### config.mk
export PLATFORM = sky130hd
export DESIGN_NAME = pipe_run_controller
export DESIGN_NICKNAME = d
export VERILOG_FILES = /design/src/rtl/pipe_run_controller.sv
export SDC_FILE = /design/constraint.sdc
export NUM_CORES = 1
export LEC_CHECK = 0
export BUFFER_PORTS_ARGS = -buffer_cell sky130_fd_sc_hd__buf_2
export CORE_MARGIN = 2
export CORE_UTILIZATION = 52
export CTS_CLUSTER_SIZE = 8
export DETAILED_ROUTE_END_ITERATION = 10
export PLACE_DENSITY = 0.85
export SETUP_SLACK_MARGIN = 0.15
export SLEW_MARGIN = 20
export SYNTH_ARGS = -nofsm -noshare
export SYNTH_HDL_FRONTEND = slang
export SYNTH_SLANG_ARGS = --single-unit
### constraint.sdc
create_clock -name clk -period 4.4 [get_ports clk]
set_clock_uncertainty 0.1 [all_clocks]
set_input_delay 0.44 -clock clk [delete_from_list [all_inputs] [get_ports clk]]
set_output_delay 0.44 -clock clk [all_outputs]
set_load 0.01 [all_outputs]
### src/rtl/pipe_run_controller.sv
// Debug run controller for the pipelined core: single-step, free-run and PC breakpoint,
// plus executed/fetch cycle counters. Optional RUN burst watchdog under RUN_WATCHDOG_EN.
module pipe_run_controller #(
  parameter int unsigned PC_W      = 32,
  parameter int unsigned CNT_W     = 16,
  parameter int unsigned RUN_LIMIT = 1024
) (
  input  logic             clk,
  input  logic             reset_n,
  input  logic             step_req,
  input  logic             run_req,
  input  logic             clr_count,
  input  logic             bp_en,
  input  logic [PC_W-1:0]  bp_addr,
  input  logic [PC_W-1:0]  pc,
  input  logic             stall_f,
  output logic             cpu_en,
  output logic             halted,
  output logic             bp_hit,
  output logic             wd_halt,
  output logic [CNT_W-1:0] cyc_count,
  output logic [CNT_W-1:0] fetch_count
);

  typedef enum logic [1:0] {
    ST_HALT,
    ST_STEP,
    ST_RUN,
    ST_BREAK
  } state_e;

  state_e            state_q, state_d;
  logic              skip_q, skip_d;
  logic              bp_match;
  logic [CNT_W-1:0]  cyc_q, cyc_d;
  logic [CNT_W-1:0]  fetch_q, fetch_d;

`ifdef RUN_WATCHDOG_EN
  localparam int unsigned BURST_W = $clog2(RUN_LIMIT + 1);
  logic [BURST_W-1:0] burst_q, burst_d;
  logic               wd_q, wd_d;
`endif

  // skip masks the breakpoint so the core can step off bp_addr once after BREAK
  assign bp_match = bp_en & (pc == bp_addr) & ~skip_q;

  // Next-state, skip flag and the combinational clock enable
  always_comb begin
    state_d = state_q;
    skip_d  = skip_q;
    cpu_en  = 1'b0;
`ifdef RUN_WATCHDOG_EN
    wd_d    = 1'b0;
`endif
    unique case (state_q)
      ST_HALT: begin
        if (run_req) begin
          state_d = ST_RUN;
        end else if (step_req) begin
          state_d = ST_STEP;
        end
      end
      ST_STEP: begin
        cpu_en = 1'b1;
        if (!stall_f) begin
          state_d = ST_HALT;
        end
      end
      ST_RUN: begin
        cpu_en = ~bp_match;
        if (bp_match) begin
          state_d = ST_BREAK;
        end else if (run_req) begin
          state_d = ST_HALT;
`ifdef RUN_WATCHDOG_EN
        end else if (burst_q == BURST_W'(RUN_LIMIT - 1)) begin
          state_d = ST_HALT;
          wd_d    = 1'b1;
`endif
        end
      end
      ST_BREAK: begin
        if (run_req) begin
          state_d = ST_RUN;
          skip_d  = 1'b1;
        end else if (step_req) begin
          state_d = ST_STEP;
          skip_d  = 1'b1;
        end
      end
      default: state_d = ST_HALT;
    endcase
    if (cpu_en && !stall_f) begin
      skip_d = 1'b0;
    end
  end

  // Counters: clear beats a same-cycle increment, wrap is silent
  always_comb begin
    cyc_d   = cyc_q;
    fetch_d = fetch_q;
    if (clr_count) begin
      cyc_d   = '0;
      fetch_d = '0;
    end else if (cpu_en) begin
      cyc_d = cyc_q + CNT_W'(1);
      if (!stall_f) begin
        fetch_d = fetch_q + CNT_W'(1);
      end
    end
  end

`ifdef RUN_WATCHDOG_EN
  // Burst counter only lives while RUN persists; any exit or fresh entry zeroes it
  always_comb begin
    burst_d = '0;
    if (state_q == ST_RUN && state_d == ST_RUN) begin
      burst_d = cpu_en ? burst_q + BURST_W'(1) : burst_q;
    end
  end

  always_ff @(posedge clk or negedge reset_n) begin
    if (!reset_n) begin
      burst_q <= '0;
      wd_q    <= 1'b0;
    end else begin
      burst_q <= burst_d;
      wd_q    <= wd_d;
    end
  end

  assign wd_halt = wd_q;
`else
  logic unused_run_limit;
  assign unused_run_limit = ^RUN_LIMIT;
  assign wd_halt = 1'b0;
`endif

  always_ff @(posedge clk or negedge reset_n) begin
    if (!reset_n) begin
      state_q <= ST_HALT;
      skip_q  <= 1'b0;
      cyc_q   <= '0;
      fetch_q <= '0;
    end else begin
      state_q <= state_d;
      skip_q  <= skip_d;
      cyc_q   <= cyc_d;
      fetch_q <= fetch_d;
    end
  end

  assign halted      = (state_q == ST_HALT) | (state_q == ST_BREAK);
  assign bp_hit      = (state_q == ST_BREAK);
  assign cyc_count   = cyc_q;
  assign fetch_count = fetch_q;

endmodule

==> run_results.csv, run 1 <==
group,metric,value,unit
sta,slew_headroom,46.8,%
global_routing,grt_pass1_vias,2579,
route,drc,0,
logic_synthesis,ys_warn_count,0,
logic_synthesis,synthTopCellsByArea,"dfrtp_1 36%, xor2_1 11%, o31ai_1 7.0%, or4_1 7.0%, a21oi_1 5.9%",
sta,finalCritPeriodShare,66.4,%
clock_network,cts.sinks,35,
worst_setup_path,critical_path_arrival,2.38,ns
logic_synthesis,synth_edf_count,0,
final_layout,syn_to_final_growth,23.5,%
clock_network,clk_latency,0.30,ns
final_layout,stdcell_count,421,
logic_synthesis,synthAdderAreaFrac,2.54,%
logic_synthesis,syn-num-nets,345,
final_layout,fin_area,3040,um^2
floorplan,io_pins,107,
worst_setup_path,r2r_start,"state_q[0]$_DFFE_PN0P_",
route,via_count,2528,
clock_network,cts_buffer_depth,2,
route,dr.pass1.iters,4,
worst_setup_path,path_common_cell,"buf_2",
logic_synthesis,ys_seq_area_share,35.6,%
placement,hpwl,4.66,mm
logic_synthesis,syn_inst,269,
placement,globalplace.congestion,0.755,
final_layout,layout_commonest_cell,"buf_2",
route,drt-total-wl,6.45,mm
global_routing,grt_usage,25.6,%
power,power_switching,0.407,mW
floorplan,row_count,25,
placement,placed_area,2960,um^2
worst_setup_path,path_class,"in2out",
global_routing,grt_pass1_wl,10.8,mm
clock_network,path_clk_slew,0.07,ns
logic_synthesis,yosys.area.top_type_share,35.6,%
sta,setup_viol,0,
logic_synthesis,synth-seq-cells,35,
min_path,min_path_type,"in2async",
clock_network,clockRootBuffer,"clkbuf_8",
route,antenna_left,0,
worst_setup_path,startpoint,"bp_addr[0]",
sta,hold_viol_final,0,
global_routing,grt.overflow.total,0,
power,total_power,0.995,mW
power,clkPwrFrac,23.7,%
final_layout,antenna_cells,0,
worst_setup_path,start_kind,"primary input",
floorplan,die-height,72.8,um
worst_setup_path,r2r_slack,1.89,ns
logic_synthesis,synth_compound_area_share,16.9,%
sta,rsz0062_at_grt,"no",
logic_synthesis,postSynth.asyncResetShare,100,%
worst_setup_path,cp_top_family,"simple AND/OR/NAND/NOR gates",
power,p_int,0.588,mW
logic_synthesis,yosysUniqueCellTypes,40,
logic_synthesis,ys.flop_type,"dfrtp_1",
route,wl_per_cell,15.3,um
global_routing,grt_max_degree,61,
clock_network,cts_resized,0,
power,p_comb_share,39.5,%
sta,min_period,2.92,ns
sta,finalMaxSlewViolations,0,
final_layout,fin_nets,442,
clock_network,cts_setup_buffers,0,
clock_network,cts_tree,"built",
clock_network,holdBufCountCts,0,
floorplan,core_area,4630,um^2
global_routing,antenna_found_initial,0,
worst_setup_path,cpMaxStageDelayCell,"buf_4",
logic_synthesis,synth_top_area_cell,"dfrtp_1",
logic_synthesis,synth_top_family_by_area,"simple AND/OR/NAND/NOR gates",
clock_network,h-tree-depth,2,
worst_setup_path,critPathMaxStageDelay,0.48,ns
sta,max_freq,342,MHz
worst_setup_path,path_cells,"buf_2, xor2_1, nor4_1, nand4_1, o41ai_4, buf_4, nor2_2, buf_2",
worst_setup_path,critPathCaptureType,"output port",
worst_setup_path,cp_num_buf_inv,3,
final_layout,layout_common_cells,"105 x buf_2, 35 x dfrtp_1, 31 x xor2_1",
power,vdd_drop_max,296,uV
floorplan,initial_core_util,53.2,%
placement,dp_cells,413,
logic_synthesis,netlist_area,2460,um^2
logic_synthesis,yosys.area_share.simple,26.5,%
power,sequentialPowerShare,36.7,%
sta,holdWs,0.128,ns
run,cap_violations,0,
route,drt_iter0_drc,122,
final_layout,drive_gt1_share,32.7,%
power,powerDensity,327,nW/um^2
logic_synthesis,synth-xor-area-share,11.4,%
outcome,outcome,"completed",
clock_network,cts_made_buffers,5,
worst_setup_path,critPathRequiredTime,3.86,ns
power,sw_frac_of_total,40.9,%
route,viasPerCell,6.00,
logic_synthesis,synthMuxAreaShare,2.03,%
sta,setup_tns,0,ns
floorplan,dieArea,5300,um^2
floorplan,die_w,72.8,um
power,p_leak,1.39,nW
worst_setup_path,crit_fanout,60,
sta,worst_slew_pin_slew,0.797,ns
placement,io_buffers,105,
logic_synthesis,synth.avg_cell_area,9.15,um^2
-- routing by layer --
layer | global-route usage [%] | routed length (um) | up-vias
li1 | - | - | 1208
met3 | 5.94 | 383 | 13
met1 | 29.6 | 2660 | 1217
met2 | 45.9 | 3320 | 90
met4 | 9.88 | 89 | 0
met5 | 0 | 0 | -
-- flip-flops by register name (all words and copies together), names as in the netlist --
name         flops
cyc_count       16
fetch_count     16
skip_q           1
state_q          2
-- logic make-up after synthesis --
logic type / count (synthesis)
AOI/OAI and AO/OA: 65
xor gates and xnor gates: 32
adders and majority gates: 5
buffers and inverters: 21
DFF: 35
muxes: 4
other: 1
and+or+nand+nor: 106
-- cell type report --
cell class,count,area [um^2]
clock inverters,1,5.00
well taps,54,67.6
flip-flops and latches,35,876
inverters,5,18.8
repair buffers,106,533
fillers,387,1590
multi-input cells,213,1460
clock buffers,7,76.3
-- power groups by stage --
stage / Combinational (mW) / Clock [mW] / Sequential [mW]
after floorplan: 0.322 / 0 / 0.369
after global placement: 0.377 / 0 / 0.369
final: 0.393 / 0.236 / 0.365
after global routing: 0.430 / 0.250 / 0.368
after detailed placement: 0.388 / 0 / 0.371
after CTS: 0.392 / 0.236 / 0.365
-- path summary, 6_finish.rpt --
path	end	cells past startpoint
worst min register to register	skip_q$_DFFE_PN0P_	2
worst max-delay path	cpu_en	8
worst max register to register	cyc_count[13]$_DFFE_PN0P_	6
min in group clk	fetch_count[0]$_DFFE_PN0P_	3
max in group asynchronous	skip_q$_DFFE_PN0P_	1
worst min-delay path	fetch_count[12]$_DFFE_PN0P_	1
-- cells in the mapped netlist, types with 2 or more instances --
| cell type | instances |
|---|---|
| o31ai_1 | 23 |
| dfrtp_1 | 35 |
| xor2_1 | 31 |
| mux2i_1 | 2 |
| buf_6 | 5 |
| nand4b_1 | 2 |
| nand3b_1 | 3 |
| nor2b_1 | 3 |
| nor3_1 | 2 |
| or2_2 | 3 |
| inv_1 | 5 |
| nand2b_1 | 6 |
| nand3_1 | 13 |
| nor2_1 | 4 |
| mux2_4 | 2 |
| a21oi_1 | 29 |
| clkbuf_1 | 9 |
| and3_1 | 5 |
| nand4_1 | 5 |
| nand2_1 | 13 |
| nor4_1 | 11 |
| o21ai_1 | 5 |
| ha_1 | 5 |
| or4_1 | 23 |
| o21ai_0 | 4 |
| or3_1 | 7 |
-- stage by stage --
stage	util (%)	setup slack, ns
final	65.7	1.48
after global routing	65.7	1.32
after global placement	63.9	1.49
after CTS	65.7	1.48
after floorplan	-	2.14
after detailed placement	63.9	1.49
(Power assumes the default switching activity.)
==> inputs of run 2 (changes only) <==
Settings changed: CORE_UTILIZATION 52 to 48, PLACE_DENSITY 0.85 to 0.8.
Clock period 4.4 ns to 3.05 ns, I/O delays scaled along.
==> run_results.csv, run 2 (same netlist as run 1, synthesis figures left out) <==
group,metric,value,unit
global_routing,busiest_layer,"met2",
worst_setup_path,start_kind,"register",
power,powerDensity,469,nW/um^2
outcome,outcome,"completed",
clock_network,holdBufCountCts,0,
power,p_leak,1.40,nW
floorplan,core_area,5040,um^2
floorplan,die-height,75.6,um
global_routing,grt.overflow.total,0,
min_path,min_path_type,"in2async",
sta,hold_viol_final,0,
sta,rsz0062_at_grt,"no",
placement,io_buffers,105,
final_layout,final-seq-area,876,um^2
sta,worst_slew_pin_slew,0.789,ns
global_routing,antenna_found_initial,0,
clock_network,path_clk_slew,0.07,ns
route,drc,0,
global_routing,grtUsageMet2,40.8,%
global_routing,met3_usage,4.63,%
worst_setup_path,critical_path_arrival,2.63,ns
route,viasPerCell,5.63,
final_layout,multi_input_area,1460,um^2
power,vdd_drop_max,267,uV
clock_network,clockRootBuffer,"clkbuf_8",
worst_setup_path,r2r_start,"state_q[0]$_DFFE_PN0P_",
global_routing,grt_util_met1,30.2,%
clock_network,cts_setup_buffers,0,
route,drt-total-wl,6.43,mm
worst_setup_path,r2r_slack,0.52,ns
clock_network,cts_buffer_depth,2,
worst_setup_path,path_common_cell,"inv_1",
sta,slew_headroom,47.4,%
floorplan,io_pins,107,
final_layout,layout_commonest_cell,"buf_2",
final_layout,fin_nets,443,
placement,placed_area,2990,um^2
worst_setup_path,path_cells,"inv_1, ha_1, inv_1, nand3_1, or4_1, a21oi_1",
route,via_count,2462,
route,antenna_left,0,
worst_setup_path,cp_num_buf_inv,2,
placement,hpwl,4.84,mm
worst_setup_path,timing.rr.end,"cyc_count[7]$_DFFE_PN0P_",
global_routing,grt_pass1_vias,2415,
final_layout,antenna_cells,0,
global_routing,grt_max_degree,38,
final_layout,layout_common_cells,"105 x buf_2, 35 x dfrtp_1, 31 x xor2_1",
global_routing,grt_pass1_wl,10.6,mm
floorplan,dieArea,5720,um^2
worst_setup_path,cpMaxStageDelayCell,"or4_1",
route,dr.pass1.iters,4,
clock_network,cts.sinks,35,
final_layout,n_fill_cell,479,
run,cap_violations,0,
placement,globalplace.congestion,0.780,
clock_network,cts_resized,0,
route,wl_per_cell,14.7,um
sta,finalCritPeriodShare,83.0,%
clock_network,h-tree-depth,2,
floorplan,row_count,26,
floorplan,initial_core_util,48.8,%
final_layout,syn_to_final_growth,24.9,%
sta,max_freq,395,MHz
worst_setup_path,critPathMaxStageDelay,0.59,ns
sta,setup_tns,0,ns
worst_setup_path,path_class,"reg2reg",
floorplan,die_w,75.6,um
sta,setup_viol,0,
clock_network,clk_latency,0.28,ns
sta,min_period,2.53,ns
final_layout,drive_gt1_share,33.2,%
clock_network,cts_tree,"built",
worst_setup_path,rr_worst_depth,6,
sta,finalMaxSlewViolations,0,
route,drt_iter0_drc,183,
worst_setup_path,critPathCaptureType,"register",
worst_setup_path,critPathRequiredTime,3.15,ns
final_layout,final_core_util,61.0,%
worst_setup_path,cp_top_family,"simple AND/OR/NAND/NOR gates",
global_routing,grt_usage,23.6,%
clock_network,cts_made_buffers,5,
final_layout,fin_area,3070,um^2
worst_setup_path,crit_fanout,12,
-- run 2: how the worst max path moves through the flow --
stage	from	to	slack (ns)	cells past startpoint
floorplan	bp_addr[29]	cyc_count[0]$_DFFE_PN0P_	0.94	7
detailed placement	bp_addr[20]	cyc_count[12]$_DFFE_PN0P_	0.43	8
global placement	bp_addr[20]	cyc_count[11]$_DFFE_PN0P_	0.49	8
CTS	state_q[0]$_DFFE_PN0P_	cyc_count[7]$_DFFE_PN0P_	0.53	6
global route	state_q[0]$_DFFE_PN0P_	cyc_count[5]$_DFFE_PN0P_	0.30	6
finish	state_q[0]$_DFFE_PN0P_	cyc_count[7]$_DFFE_PN0P_	0.52	6
-- run 2: power by group --
part | total [mW] | internal, mW | switching, mW | leakage (nW)
clock | 0.340 | 0.177 | 0.162 | 0.0470
sequential | 0.524 | 0.495 | 0.0292 | 0.484
combinational | 0.578 | 0.204 | 0.374 | 0.873
total | 1.44 | 0.876 | 0.565 | 1.40
-- run 2: cell type report --
class / count / share of cell area, %
multi-input combinational: 213 / 47.6
inverter: 5 / 0.611
timing repair buffer: 107 / 17.6
clock inverter: 1 / 0.163
tap: 70 / 2.85
sequential: 35 / 28.5
clock buffer: 6 / 2.69
-- run 2: metrics by stage --
| stage | power, mW | cells | hold slack (ns) | worst slack [ns] |
|---|---|---|---|---|
| floorplan | 0.997 | 269 | -0.0906 | 0.944 |
| global placement | 1.09 | 430 | 0.330 | 0.486 |
| detailed placement | 1.11 | 430 | 0.334 | 0.432 |
| CTS | 1.45 | 437 | 0.0245 | 0.530 |
| global route | 1.54 | 437 | 0.0631 | 0.302 |
| finish | 1.44 | 437 | 0.00654 | 0.517 |
-- run 2: per-layer routing --
layer / part of all wire (%) / up-vias
met4: 1.0 / 0
met5: 0 / -
li1: - / 1211
met1: 43 / 1177
met3: 5.0 / 10
met2: 51 / 64
==> inputs of run 3 (changes only) <==
Settings changed: ABC_AREA set to 1, CORE_UTILIZATION 48 to 50.
Clock period 3.05 ns to 2.51 ns, I/O delays scaled along.
==> run_results.csv, run 3 <==
group,metric,value,unit
outcome,outcome,"completed",
worst_setup_path,path_class,"reg2out",
floorplan,io_pins,107,
final_layout,n_fill_cell,540,
logic_synthesis,synth_edf_count,0,
run,cap_violations,0,
final_layout,stdcell_count,633,
placement,hpwl,5.43,mm
sta,worst_slew_pin_slew,0.782,ns
placement,dp_cells,624,
power,sw_frac_of_total,35.6,%
logic_synthesis,synth.most_common_cell,"nand2_1",
global_routing,grt_pass1_vias,2975,
worst_setup_path,crit_fanout,10,
logic_synthesis,postSynth.asyncResetShare,100,%
global_routing,grt_max_degree,36,
placement,io_buffers,105,
power,vdd_drop_max,305,uV
final_layout,syn_to_final_growth,24.8,%
floorplan,die-height,79.7,um
route,antenna_left,0,
logic_synthesis,synth_top_area_cell,"dfrtp_1",
clock_network,cts_buffer_depth,2,
logic_synthesis,ys.flop_type,"dfrtp_1",
sta,setup_tns,0,ns
floorplan,initial_core_util,52.1,%
min_path,hold_path.startpoint,"step_req",
clock_network,cts_made_buffers,5,
worst_setup_path,critPathCaptureType,"output port",
route,viasPerCell,4.88,
global_routing,grt.overflow.total,0,
logic_synthesis,yosys-top-cells-count,"141 x nand2_1, 71 x inv_1, 57 x nor2_1, 46 x nand3_1, 35 x dfrtp_1",
power,power_switching,0.618,mW
worst_setup_path,startpoint,"skip_q$_DFFE_PN0P_",
global_routing,antenna_found_initial,0,
clock_network,clk_latency,0.30,ns
final_layout,drive_gt1_share,22.6,%
route,drt_iter0_drc,190,
final_layout,fin_nets,636,
power,powerDensity,485,nW/um^2
sta,setup_viol,0,
route,drc,0,
placement,dpl_worst_slack,0.505,ns
placement,globalplace.congestion,0.900,
clock_network,cts.sinks,35,
route,drt-total-wl,7.07,mm
worst_setup_path,critical_path_arrival,1.77,ns
sta,hold_viol_final,0,
logic_synthesis,syn-num-nets,530,
sta,rsz0062_at_grt,"no",
route,dr.pass1.iters,4,
power,p_leak,2.07,nW
clock_network,cts_tree,"built",
logic_synthesis,synth.avg_cell_area,6.31,um^2
clock_network,cts_resized,0,
sta,slew_headroom,47.9,%
clock_network,h-tree-depth,2,
floorplan,row_count,27,
power,sequentialPowerShare,36.6,%
final_layout,layout_common_cells,"141 x nand2_1, 105 x buf_2, 71 x inv_1",
sta,finalMaxSlewViolations,0,
power,p_int,1.12,mW
sta,min_period,2.12,ns
logic_synthesis,ys_seq_area_share,30.6,%
clock_network,clockRootBuffer,"clkbuf_8",
final_layout,layout_commonest_cell,"nand2_1",
final_layout,antenna_cells,0,
worst_setup_path,start_kind,"register",
worst_setup_path,critPathRequiredTime,2.16,ns
route,via_count,3090,
global_routing,grt_pass1_wl,12.3,mm
logic_synthesis,synthTopCellsByArea,"dfrtp_1 31%, nand2_1 18%, inv_1 9.3%, xor2_1 8.2%, nand3_1 8.0%",
sta,finalCritPeriodShare,84.4,%
placement,placed_area,3450,um^2
power,p_comb_share,32.1,%
logic_synthesis,synth-seq-cells,35,
floorplan,core_area,5510,um^2
final_layout,fin_area,3580,um^2
route,wl_per_cell,11.2,um
worst_setup_path,r2r_start,"state_q[0]$_DFFE_PN0P_",
global_routing,grt_usage,23.7,%
clock_network,path_clk_slew,0.08,ns
logic_synthesis,yosysUniqueCellTypes,28,
floorplan,die_w,79.7,um
logic_synthesis,netlist_area,2870,um^2
floorplan,dieArea,6350,um^2
logic_synthesis,ys_warn_count,0,
sta,holdWs,0.163,ns
sta,max_freq,472,MHz
min_path,min_path_type,"in2reg",
logic_synthesis,yosys.area.top_type_share,30.6,%
power,clkPwrFrac,31.3,%
sta,setup_ws,0.393,ns
logic_synthesis,syn_inst,454,
run 3: layout make-up:
type | instances | area (um^2) | area share [%]
clock buffers | 6 | 82.6 | 2.31
clock inverters | 2 | 35.0 | 0.979
inverters | 75 | 282 | 7.87
multi-input cells | 334 | 1660 | 46.3
flip-flops and latches | 35 | 876 | 24.5
well taps | 72 | 90.1 | 2.52
repair buffers | 109 | 558 | 15.6
run 3: final timing paths:
check / to / slack (ns) / cells after the start
worst max-delay path: cpu_en / 0.39 / 11
worst min-delay path: skip_q$_DFFE_PN0P_ / 0.16 / 5
worst max register to register: fetch_count[12]$_DFFE_PN0P_ / 0.57 / 8
worst min register to register: fetch_count[15]$_DFFE_PN0P_ / 0.43 / 2
max in group asynchronous: cyc_count[0]$_DFFE_PN0P_ / 1.35 / 2
min in group asynchronous: fetch_count[2]$_DFFE_PN0P_ / 0.46 / 2
run 3: kinds of logic (layout without fill, tap and decap cells):
family                   after synthesis  after routing  share of synthesized area (%)
XOR/XNOR                              36             36                           11.0
buffers and inverters                 85            192                           11.7
AND/OR/NAND/NOR                      272            272                           40.8
other                                  1              1                          0.131
adder cells (fa/ha/maj)                5              5                           2.18
flip-flops                            35             35                           30.6
AO/OA/AOI/OAI                         20             20                           3.62
run 3: timing repair:
item / 4_1_cts / 5_1_grt
endpoints found under the setup margin: 0 / 0
hold buffers: 1 / 0
buffers inserted: 0 / 0
endpoints found under the hold margin: 35 / 0
run 3: per-stage QoR:
stage	utilization [%]	power (mW)
final	65.0	1.73
after global routing	65.0	1.85
after CTS	65.0	1.75
after detailed placement	62.7	1.21
after global placement	62.7	1.19
after floorplan	-	1.04
run 3: worst max-delay path, cell delays in order, from the launching register on:
cell,delay [ns]
dfrtp_1,0.36
inv_1,0.07
nand3_1,0.08
nor2_1,0.10
nand2_1,0.07
nor2_2,0.13
nand3_2,0.11
nand2_2,0.08
nand2_4,0.07
nand2_8,0.09
inv_1,0.13
buf_2,0.17
run 3: power by group through the flow:
stage	logic (mW)	registers (mW)	clock network, mW
2_1_floorplan	0.390	0.648	0
5_1_grt	0.643	0.642	0.566
3_3_place_gp	0.546	0.647	0
3_5_place_dp	0.560	0.647	0
6_report	0.558	0.634	0.543
4_1_cts	0.565	0.635	0.547
run 3: routing by layer:
layer  vias to the layer above  part of all wire, %  global-route usage, %
li1                       1595                    -                      -
met1                      1394                   43                   28.5
met2                        84                   51                   42.7
met3                        17                  4.7                   3.96
met4                         0                  1.8                   7.59
met5                         -                    0                      0
